### config.mk
export PLATFORM = sky130hd
export DESIGN_NAME = vertex_feeder
export DESIGN_NICKNAME = d
export VERILOG_FILES = /design/src/rtl/vertex_feeder.sv
export SDC_FILE = /design/constraint.sdc
export NUM_CORES = 1
export LEC_CHECK = 0
export CAP_MARGIN = 5
export CORE_MARGIN = 2
export CORE_UTILIZATION = 45
export DETAILED_ROUTE_END_ITERATION = 8
export GPL_ROUTABILITY_DRIVEN = 0
export HOLD_SLACK_MARGIN = 0.12
export PLACE_DENSITY_LB_ADDON = 0.08
export SYNTH_ARGS = -nofsm -noshare
export SYNTH_HDL_FRONTEND = slang
export SYNTH_SLANG_ARGS = --single-unit
### constraint.sdc
create_clock -name clk_in -period 11.79 [get_ports clk_in]
set_input_delay 2.358 -clock clk_in [delete_from_list [all_inputs] [get_ports clk_in]]
set_output_delay 2.358 -clock clk_in [all_outputs]
set_load 0.01 [all_outputs]
### src/rtl/vertex_feeder.sv
// vertex_feeder: streams BRAM vertices into matrix_mult as (x,y,z,1.0) and buffers results in a FWFT FIFO.
// Defining VERTEX_FEEDER_STALL_CNT_EN adds stall_cnt_out, a saturating count of stalled output cycles.
module vertex_feeder #(
    parameter int ADDR_W       = 12,
    parameter int READ_LATENCY = 2,
    parameter int FIFO_DEPTH   = 8
) (
    input  logic              clk_in,
    input  logic              rst_in,
    input  logic              start_in,
    input  logic [ADDR_W-1:0] base_addr_in,
    input  logic [15:0]       vertex_count_in,
    output logic [ADDR_W-1:0] vtx_addr_out,
    input  logic [95:0]       vtx_data_in,
    output logic              mm_valid_out,
    output logic [127:0]      mm_vec_out,
    input  logic              mm_valid_in,
    input  logic [127:0]      mm_vec_in,
    output logic              out_valid_out,
    input  logic              out_ready_in,
    output logic [127:0]      out_data_out,
    output logic              out_last_out,
    output logic              busy_out,
    output logic              done_out,
    output logic              error_out
`ifdef VERTEX_FEEDER_STALL_CNT_EN
    ,
    output logic [31:0]       stall_cnt_out
`endif
);
    localparam int PTR_W = $clog2(FIFO_DEPTH);
    localparam int CNT_W = PTR_W + 1;

    typedef enum logic [1:0] {S_IDLE, S_RUN, S_DRAIN, S_DONE} state_t;

    state_t                  r_state;
    state_t                  w_next_state;
    logic [ADDR_W-1:0]       r_base;
    logic [15:0]             r_count;
    logic [15:0]             r_issued;
    logic [15:0]             r_popped;
    logic [CNT_W-1:0]        r_in_flight;
    logic [CNT_W-1:0]        w_in_flight_next;
    logic [READ_LATENCY-1:0] r_valid_sr;
    logic [127:0]            r_fifo_mem [FIFO_DEPTH];
    logic [PTR_W-1:0]        r_wr_ptr;
    logic [PTR_W-1:0]        r_rd_ptr;
    logic [CNT_W-1:0]        r_fill;
    logic                    r_error;
    logic                    r_done;

    logic w_start, w_issue, w_capture, w_push, w_overflow, w_pop, w_empty, w_full;

    assign w_start    = (r_state == S_IDLE) && start_in;
    assign w_issue    = (r_state == S_RUN) && (r_issued < r_count)
                        && (r_in_flight < CNT_W'(FIFO_DEPTH));
    assign w_capture  = mm_valid_in && ((r_state == S_RUN) || (r_state == S_DRAIN));
    assign w_empty    = (r_fill == '0);
    assign w_full     = (r_fill == CNT_W'(FIFO_DEPTH));
    assign w_push     = w_capture && !w_full;
    assign w_overflow = w_capture && w_full;
    assign w_pop      = !w_empty && out_ready_in;

    // Guarded decrement keeps the credit count sane if a rogue producer pushes unrequested results.
    always_comb begin
        w_in_flight_next = r_in_flight;
        if (w_issue && !w_pop) begin
            w_in_flight_next = r_in_flight + CNT_W'(1);
        end else if (!w_issue && w_pop && (r_in_flight != '0)) begin
            w_in_flight_next = r_in_flight - CNT_W'(1);
        end
    end

    // DRAIN leaves on the edge that retires the last outstanding vertex.
    always_comb begin
        w_next_state = r_state;
        case (r_state)
            S_IDLE:  if (start_in) w_next_state = (vertex_count_in == 16'd0) ? S_DONE : S_RUN;
            S_RUN:   if (r_issued == r_count) w_next_state = S_DRAIN;
            S_DRAIN: if (w_in_flight_next == '0) w_next_state = S_DONE;
            S_DONE:  w_next_state = S_IDLE;
            default: w_next_state = S_IDLE;
        endcase
    end

    always_ff @(posedge clk_in) begin
        if (rst_in) begin
            r_state     <= S_IDLE;
            r_base      <= '0;
            r_count     <= '0;
            r_issued    <= '0;
            r_popped    <= '0;
            r_in_flight <= '0;
            r_valid_sr  <= '0;
            r_done      <= 1'b0;
            r_error     <= 1'b0;
            r_wr_ptr    <= '0;
            r_rd_ptr    <= '0;
            r_fill      <= '0;
        end else begin
            r_state     <= w_next_state;
            r_in_flight <= w_in_flight_next;
            r_valid_sr  <= (r_valid_sr << 1) | READ_LATENCY'(w_issue);
            r_done      <= (r_state == S_DONE);
            if (w_overflow) r_error <= 1'b1;
            if (w_start) begin
                r_base   <= base_addr_in;
                r_count  <= vertex_count_in;
                r_issued <= '0;
                r_popped <= '0;
            end else begin
                if (w_issue) r_issued <= r_issued + 16'd1;
                if (w_pop)   r_popped <= r_popped + 16'd1;
            end
            if (w_push) r_wr_ptr <= r_wr_ptr + PTR_W'(1);
            if (w_pop)  r_rd_ptr <= r_rd_ptr + PTR_W'(1);
            if (w_push && !w_pop)      r_fill <= r_fill + CNT_W'(1);
            else if (!w_push && w_pop) r_fill <= r_fill - CNT_W'(1);
        end
    end

    always_ff @(posedge clk_in) begin
        if (w_push) r_fifo_mem[r_wr_ptr] <= mm_vec_in;
    end

`ifdef VERTEX_FEEDER_STALL_CNT_EN
    logic [31:0] r_stall_cnt;

    always_ff @(posedge clk_in) begin
        if (rst_in || w_start) begin
            r_stall_cnt <= '0;
        end else if (!w_empty && !out_ready_in && (r_stall_cnt != 32'hFFFF_FFFF)) begin
            r_stall_cnt <= r_stall_cnt + 32'd1;
        end
    end

    assign stall_cnt_out = r_stall_cnt;
`endif

    assign vtx_addr_out  = (r_state == S_RUN) ? (r_base + ADDR_W'(r_issued)) : '0;
    assign mm_valid_out  = r_valid_sr[READ_LATENCY-1];
    assign mm_vec_out    = mm_valid_out ? {32'h0001_0000, vtx_data_in} : '0;
    assign out_valid_out = !w_empty;
    assign out_data_out  = w_empty ? '0 : r_fifo_mem[r_rd_ptr];
    assign out_last_out  = !w_empty && (r_popped == (r_count - 16'd1));
    assign busy_out      = (r_state != S_IDLE);
    assign done_out      = r_done;
    assign error_out     = r_error;

endmodule

## Word level (Yosys, flattened, before mapping)

Memory sizes are Yosys's and may differ from the RTL's. A register that Yosys moved wholly into a read port is not among the register bits.
Cells that the tools add are included.

| word-level totals | value |
|---|---|
| output and inout bits | 274 |
| memories | 1 |
| RAM bits | 1024 |
| register bits | 80 |

Memories:

| memory | words | bits a word | rd ports | clocked after Yosys merged registers in | wr ports | RTL line | text |
|---|---|---|---|---|---|---|---|
| r_fifo_mem | 8 | 128 | 1 | 1 | 1 | 45 | `logic [127:0] r_fifo_mem [FIFO_DEPTH];` |

| operators by class | value |
|---|---|
| reduce and logical (&&, ||, !) cells | 28 |
| mux-type cells | 16 |
| magnitude comparators | 2 |
| add/subtract/negate cells | 10 |
| bitwise gates (word level) | 1 |
| eq/ne operators | 9 |

Operator list:

| cell | number |
|---|---|
| 128-bit 2-to-1 mux | 1 |
| 113-bit 2-to-1 mux | 1 |
| 16-bit by 1-bit adder with 16-bit output, second input constant | 2 |
| 16-bit equality test | 2 |
| 16-bit logical NOT | 1 |
| 16-bit less-than comparator | 1 |
| 4-bit 2-to-1 mux | 4 |
| 16-bit by 1-bit subtractor with 16-bit output, second input constant | 1 |
| 1-bit logical AND | 13 |
| 12-bit adder | 1 |
| 12-bit 2-to-1 mux | 1 |
| 4-bit by 1-bit adder with 4-bit output, second input constant | 2 |
| 4-bit logical NOT | 2 |
| 2-bit 2-to-1 mux | 4 |
| 2-bit case mux with 4 select lines | 1 |
| 4-bit by 1-bit subtractor with 4-bit output, second input constant | 2 |
| 3-bit by 1-bit adder with 3-bit output, second input constant | 2 |
| 3-bit 2-to-1 mux | 2 |
| 1-bit logical NOT | 5 |
| 2-bit equality test, second input constant | 2 |
| 4-bit equality test, second input constant | 1 |
| 4-bit less-than comparator, second input constant | 1 |
| 2-bit by 1-bit inequality test with 1-bit output, second input constant | 2 |
| 2-bit nonzero test | 2 |
| other kinds (9) | 10 |

## Depth between registers and ports, before layout

Gate-level depths: netlist of the first run.

| logic depth | value |
|---|---|
| depth after elaboration | 11 |
| mapped depth | 12 |

## Worst setup path before layout of the first run

Ideal clock, no wire load.

| timing path | value |
|---|---|
| kind | in2reg |
| from | input mm_valid_in |
| to | memory r_fifo_mem[0][0], enable pin |
| slack | -0.533 ns |
| setup time | 0.772 ns |
| data arrival time | 11.550 ns |
| stages on the path | 4 |
| data required time | 11.018 ns |
| cell sequence | nand2_1 a21oi_1 nand2b_1 nor3_1 |

| between the ends | value |
|---|---|
| word-level cells in the longest chain between the ends | 4 |

Ends and longest elaborated chain:

| item | RTL line | text |
|---|---|---|
| start, declared | 17 | `input logic mm_valid_in,` |
| 1-bit logical AND | 57 | `assign w_capture = mm_valid_in && ((r_state == S_RUN) \|\| (r_state == S_DRAIN));` |
| 1-bit logical AND | 60 | `assign w_push = w_capture && !w_full;` |
| named net w_push | 52 | `logic w_start, w_issue, w_capture, w_push, w_overflow, w_pop, w_empty, w_full;` |
| 1-bit 2-to-1 mux | 123 | `if (w_push) r_fifo_mem[r_wr_ptr] <= mm_vec_in;` |
| 1-bit 2-to-1 mux (implied by the code) | 123 |  |
| end, declared | 45 |  |

The timed path passes the listed nets, and every way through them passes these cells.

==> impl_metrics.env, run 1 <==
export IMPL_critPathArrivalTime_ns=4.75
export IMPL_fin_nets=3202
export IMPL_post_place_ws_ns=5.20
export IMPL_vias=23400
export IMPL_p_leak_nw=17.2
export IMPL_crit_end="out_data_out[1]"
export IMPL_synthDistinctLibCells=55
export IMPL_via_per_inst=5.46
export IMPL_grt_antenna_before_repair=22
export IMPL_postSynth_asyncResetShare_pct=0
export IMPL_synth_simple_gate_area_share_pct=5.23
export IMPL_status="complete, no violations"
export IMPL_clk_pin_slew_ns=0.06
export IMPL_rrSetupSlack_ns=7.71
export IMPL_dp_cells=4074
export IMPL_fin_hold_ws_ns=0.436
export IMPL_yosys_top_cells_area="edfxtp_1 (69%), mux4_2 (13%), dfxtp_1 (3.7%), mux2i_1 (3.0%), nor2_1 (1.6%)"
export IMPL_clk_latency_ns=0.69
export IMPL_drt_wl_total_mm=110
export IMPL_skew_ns=0.0144
export IMPL_synthMuxAreaShare_pct=16.0
export IMPL_ys_ff_latch=1107
export IMPL_layout_drive_gt1_share_pct=15.7
export IMPL_synth_most_common_cell="edfxtp_1"
export IMPL_dieArea_mm2=0.101
export IMPL_syn_area_per_cell_um2=18.7
export IMPL_area_growth_pct=22.7
export IMPL_synthAdderAreaFrac_pct=1.27
export IMPL_stdcell_count=4286
export IMPL_overflow=0
export IMPL_yosysTopAreaCell="edfxtp_1"
export IMPL_dr_pass1_iters=5
export IMPL_die_h_um=318
export IMPL_period_minus_slack_ns=7.11
export IMPL_ioPinCount=531
export IMPL_fin_total_pwr_mw=11.5
export IMPL_fmax_ghz=0.141
export IMPL_ys_seq_area_share_pct=73.0
export IMPL_hold_start="r_valid_sr[0]"
export IMPL_rsz0062_at_grt="false"
export IMPL_track_usage_pct=21.8
export IMPL_start_util_pct=45.3
export IMPL_fin_crit_sh_pct=60.3
export IMPL_cts_hold_buffers=0
export IMPL_nFillCells=7609
export IMPL_critPathMaxFanout=47
export IMPL_drc_errors=0
export IMPL_core_area_mm2=0.0981
export IMPL_r2r_end="r_fifo_mem[2][29]"
export IMPL_core_rowCount=115
export IMPL_worstPathRequired_ns=9.43
export IMPL_clock_sinks=1107
export IMPL_fin_util_pct=55.5
export IMPL_post_cts_setup_buffers=0
export IMPL_hpwl_mm=65.4
export IMPL_slew_headroom_pct=20.8
export IMPL_synth_top_cell_area_share_pct=69.2
export IMPL_synth_compound_area_share_pct=1.44
export IMPL_final_antenna_net_count=0
export IMPL_critPathCaptureType="output pin"
export IMPL_cts_tree="done"
export IMPL_grt_pass1_wl_mm=163
export IMPL_irDropWorstVdd_uv=347
export IMPL_drtIter0Drc=1663
export IMPL_htree_levels=3
export IMPL_synth_warnings=0
export IMPL_reg2reg_depth=7
export IMPL_yosys_area_share_xor_xnor_pct=1.26
export IMPL_synthTopCellsByCount="edfxtp_1 (1024), mux4_2 (256), nor2_1 (184)"
export IMPL_syn_inst=2374
export IMPL_cts_resized_gates=0
export IMPL_setup_viol=0
export IMPL_p_per_area_mw_per_mm2=212
export IMPL_critPathKind="reg2out"
export IMPL_worst_r2r_startpoint="r_state[0]"
export IMPL_routedWlPerCell_um=25.8
export IMPL_syn_area_mm2=0.0444
export IMPL_first_global_vias=24700
export IMPL_stdcell_area_mm2=0.0545
export IMPL_die_width_um=318
export IMPL_drv_slew=0
export IMPL_placed_cell_area_mm2=0.0508
export IMPL_clockBufferDepth=3
export IMPL_setup_tns_ns=0
export IMPL_port_buffers=499
export IMPL_ys_flop_type="edfxtp_1"
export IMPL_worstMarginPinSlew_ns=1.19
export IMPL_cts_root_buffer="clkbuf_16"
export IMPL_cts_buffers=112
export IMPL_grt_max_degree=130
export IMPL_synth_edf_count=1024
export IMPL_synth_top_family_by_area="multiplexers"
export IMPL_hold_viol=0
export IMPL_hp_class="reg2reg"
export IMPL_worst_slack_ns=4.68
export IMPL_worst_setup_path_start_kind="register"
export IMPL_drv_cap=0
placed cells by master (no fill, tap or decap), types with 14 or more instances in the layout:
cell and instances:
mux2i_1 134, xor2_1 30, dfxtp_1 79, edfxtp_1 1024, nand3_1 19, clkbuf_16 114
and2_1 109, conb_1 31, clkbuf_1 27, buf_4 31, inv_1 29, clkinv_1 20
ha_1 42, nand2_1 94, mux4_2 256, o21ai_0 14, a21oi_1 55, nor2_1 178
clkdlybuf4s50_1 498, xnor2_1 34
worst max-delay path, stage by stage (launching register included):
cell,delay [ns]
dfxtp_4,1.03
buf_4,0.68
buf_4,0.83
mux4_2,0.60
mux2i_1,0.22
nor2_1,0.06
clkdlybuf4s50_1,0.51
registers in the layout, summed over array words and instances (netlist names), named ones only:
signal and cells:
r_fill 4, r_valid_sr 2, r_fifo_mem 1024, r_count 16, r_state 2, r_base 12, r_in_flight 4, r_popped 16
r_wr_ptr 3, error_out 1, done_out 1, r_issued 16, r_rd_ptr 3
kinds of logic (layout without fill, tap and decap cells):
family / Yosys count / count (layout)
multiplexers: 391 / 391
AO/OA/AOI/OAI: 104 / 104
buffers and inverters: 180 / 766
other: 1 / 40
adder cells (fa/ha/maj): 44 / 44
flip-flops: 1107 / 1107
AND/OR/NAND/NOR: 483 / 483
XOR/XNOR: 64 / 64
layer usage:
layer	part of all wire [%]	vias up	wire length, um	track usage [%]
met5	0.12	-	129	0
met4	3.8	20	4200	9.05
met3	5.7	180	6350	4.94
met2	52	668	57100	38.1
met1	39	12100	42700	26.1
li1	-	10400	-	-
area by class of cell:
type	instances	area, um^2	share of cell area, %
diodes	9	22.5	0.0413
clock buffers	146	3010	5.52
clock inverters	57	658	1.21
inverters	31	118	0.216
multi-input cells	1117	11400	20.9
flip-flops and latches	1107	32400	59.5
well taps	1287	1610	2.95
repair buffers	532	5260	9.66
worst min path at each step:
stage / slack [ns] / cells past startpoint / to
after floorplan: 0.41 / 1 / r_valid_sr[1]
after global placement: 0.42 / 1 / r_valid_sr[1]
after detailed placement: 0.42 / 1 / r_valid_sr[1]
after CTS: 0.44 / 1 / r_valid_sr[1]
after global routing: 0.46 / 1 / r_valid_sr[1]
final: 0.44 / 1 / r_valid_sr[1]
power breakdown:
part	switching (mW)	internal (mW)
combinational	1.72	1.65
sequential	0.144	4.50
clock	1.45	2.08
total	3.31	8.23
Note: power is estimated with default switching activity, not from simulation.
==> inputs of run 2 (changes only) <==
Clock period 11.79 ns to 7.16 ns, I/O delays scaled along.
==> impl_metrics.env, run 2 (synthesis results as in run 1) <==
export IMPL_drc_errors=0
export IMPL_cpPeakStageDelay_ns=0.56
export IMPL_drv_slew=0
export IMPL_critPathMaxFanout=7
export IMPL_grt_antenna_before_repair=24
export IMPL_crit_buf_inv=1
export IMPL_hold_viol=0
export IMPL_dr_pass1_iters=6
export IMPL_status="complete, no violations"
export IMPL_clock_sinks=1107
export IMPL_clockBufferDepth=3
export IMPL_min_path_cells=1
export IMPL_fin_nets=3203
export IMPL_critPathKind="reg2out"
export IMPL_via_per_inst=5.48
export IMPL_skew_ns=0.0205
export IMPL_layout_drive_gt1_share_pct=15.9
export IMPL_start_util_pct=45.3
export IMPL_largest_reg_flops=1024
export IMPL_grt_max_degree=130
export IMPL_path_delay_family="compound AO/OA/AOI/OAI gates"
export IMPL_worstMarginPinSlew_ns=1.09
export IMPL_cts_hold_buffers=0
export IMPL_drt_wl_total_mm=111
export IMPL_largest_register="r_fifo_mem"
export IMPL_die_h_um=318
export IMPL_cts_resized_gates=0
export IMPL_reg2reg_depth=13
export IMPL_critPathArrivalTime_ns=4.04
export IMPL_p_leak_nw=17.3
export IMPL_final_antenna_net_count=0
export IMPL_drtIter0Drc=1350
export IMPL_worst_setup_path_start_kind="register"
export IMPL_fin_crit_sh_pct=76.4
export IMPL_rsz0062_at_grt="false"
export IMPL_hp_class="reg2reg"
export IMPL_clk_latency_ns=0.69
export IMPL_track_usage_pct=21.9
export IMPL_dp_cells=4073
export IMPL_layout_common_cells="edfxtp_1 (1024), clkdlybuf4s50_1 (498), mux4_2 (256), nor2_1 (178), mux2i_1 (134)"
export IMPL_setup_viol=0
export IMPL_post_cts_setup_buffers=0
export IMPL_hpwl_mm=65.6
export IMPL_vias=23500
export IMPL_period_minus_slack_ns=5.47
export IMPL_dieArea_mm2=0.101
export IMPL_cts_root_buffer="clkbuf_16"
export IMPL_area_growth_pct=23.2
export IMPL_ioPinCount=531
export IMPL_slew_headroom_pct=27.2
export IMPL_stdcell_count=4294
export IMPL_clk_pin_slew_ns=0.06
export IMPL_cp_cell_sequence="ha_1 -> a21o_1 -> a21oi_1 -> nor2b_1 -> o21a_1 -> o41ai_1 -> o21ai_0 -> a31oi_1 -> mux2i_1 -> clkdlybuf4s50_1"
export IMPL_routedWlPerCell_um=25.9
export IMPL_fin_total_pwr_mw=19.0
export IMPL_cp_depth=10
export IMPL_cts_tree="done"
export IMPL_first_global_vias=24900
export IMPL_irDropWorstVdd_uv=487
export IMPL_core_area_mm2=0.0981
export IMPL_overflow=0
export IMPL_final_common_cell="edfxtp_1"
export IMPL_htree_levels=3
export IMPL_port_buffers=499
export IMPL_die_width_um=318
export IMPL_worstPathRequired_ns=5.73
export IMPL_critPathCaptureType="output pin"
export IMPL_slowest_stage="clkdlybuf4s50_1"
export IMPL_fmax_ghz=0.183
export IMPL_cts_buffers=114
export IMPL_p_per_area_mw_per_mm2=348
export IMPL_drv_cap=0
export IMPL_core_rowCount=115
export IMPL_grt_pass1_wl_mm=164
==> run 2: cell count changes in the layout (fill, tap and decap cells not counted), moves of 3 or more <==
cell and delta:
buf_12 +18, clkbuf_8 +5, clkinv_1 +7, bufinv_16 -3
clkinv_2 +11, clkbuf_1 -5, buf_4 -19
==> run 2: path summary, 6_finish.rpt <==
check / start / slack, ns / end
hold reg to reg: r_valid_sr[0] / 0.44 / r_valid_sr[1]
setup reg to reg: r_fill[0] / 3.61 / r_fill[3]
setup / recovery: r_issued[1] / 1.69 / vtx_addr_out[11]
hold / removal: r_valid_sr[0] / 0.44 / r_valid_sr[1]
==> run 2: routing by layer <==
| layer | GRT usage (%) | wire [um] | share of wire [%] |
|---|---|---|---|
| met4 | 8.74 | 3860 | 3.5 |
| met2 | 38.5 | 57500 | 52 |
| met5 | 0 | 167 | 0.15 |
| met1 | 26.4 | 43200 | 39 |
| met3 | 4.67 | 6340 | 5.7 |
==> run 2: cell type report <==
class	count	area, um^2
Timing Repair Buffer	531	5480
Fill cell	7515	43400
Antenna cell	9	22.5
Tap cell	1287	1610
Clock inverter	66	589
Multi-Input combinational cell	1117	11400
Clock buffer	146	3100
Sequential cell	1107	32400
Inverter	31	118
==> run 2: power breakdown <==
part / internal (mW) / switching (mW)
clock: 3.39 / 2.40
sequential: 7.42 / 0.228
combinational: 2.74 / 2.85
total: 13.5 / 5.48
==> run 2: metrics by stage <==
stage | TNS (ns) | instance area, um^2 | util, % | worst slack (ns) | hold WS (ns)
6_report | 0 | 54700 | 55.8 | 1.69 | 0.444
5_1_grt | 0 | 54700 | 55.8 | 1.56 | 0.461
4_1_cts | 0 | 54700 | 55.8 | 1.66 | 0.449
3_5_place_dp | 0 | 51000 | 52.0 | 2.45 | 0.435
3_3_place_gp | 0 | 51000 | 52.0 | 2.39 | 0.418
2_1_floorplan | -680.64 | 44500 | - | -0.798 | 0.414
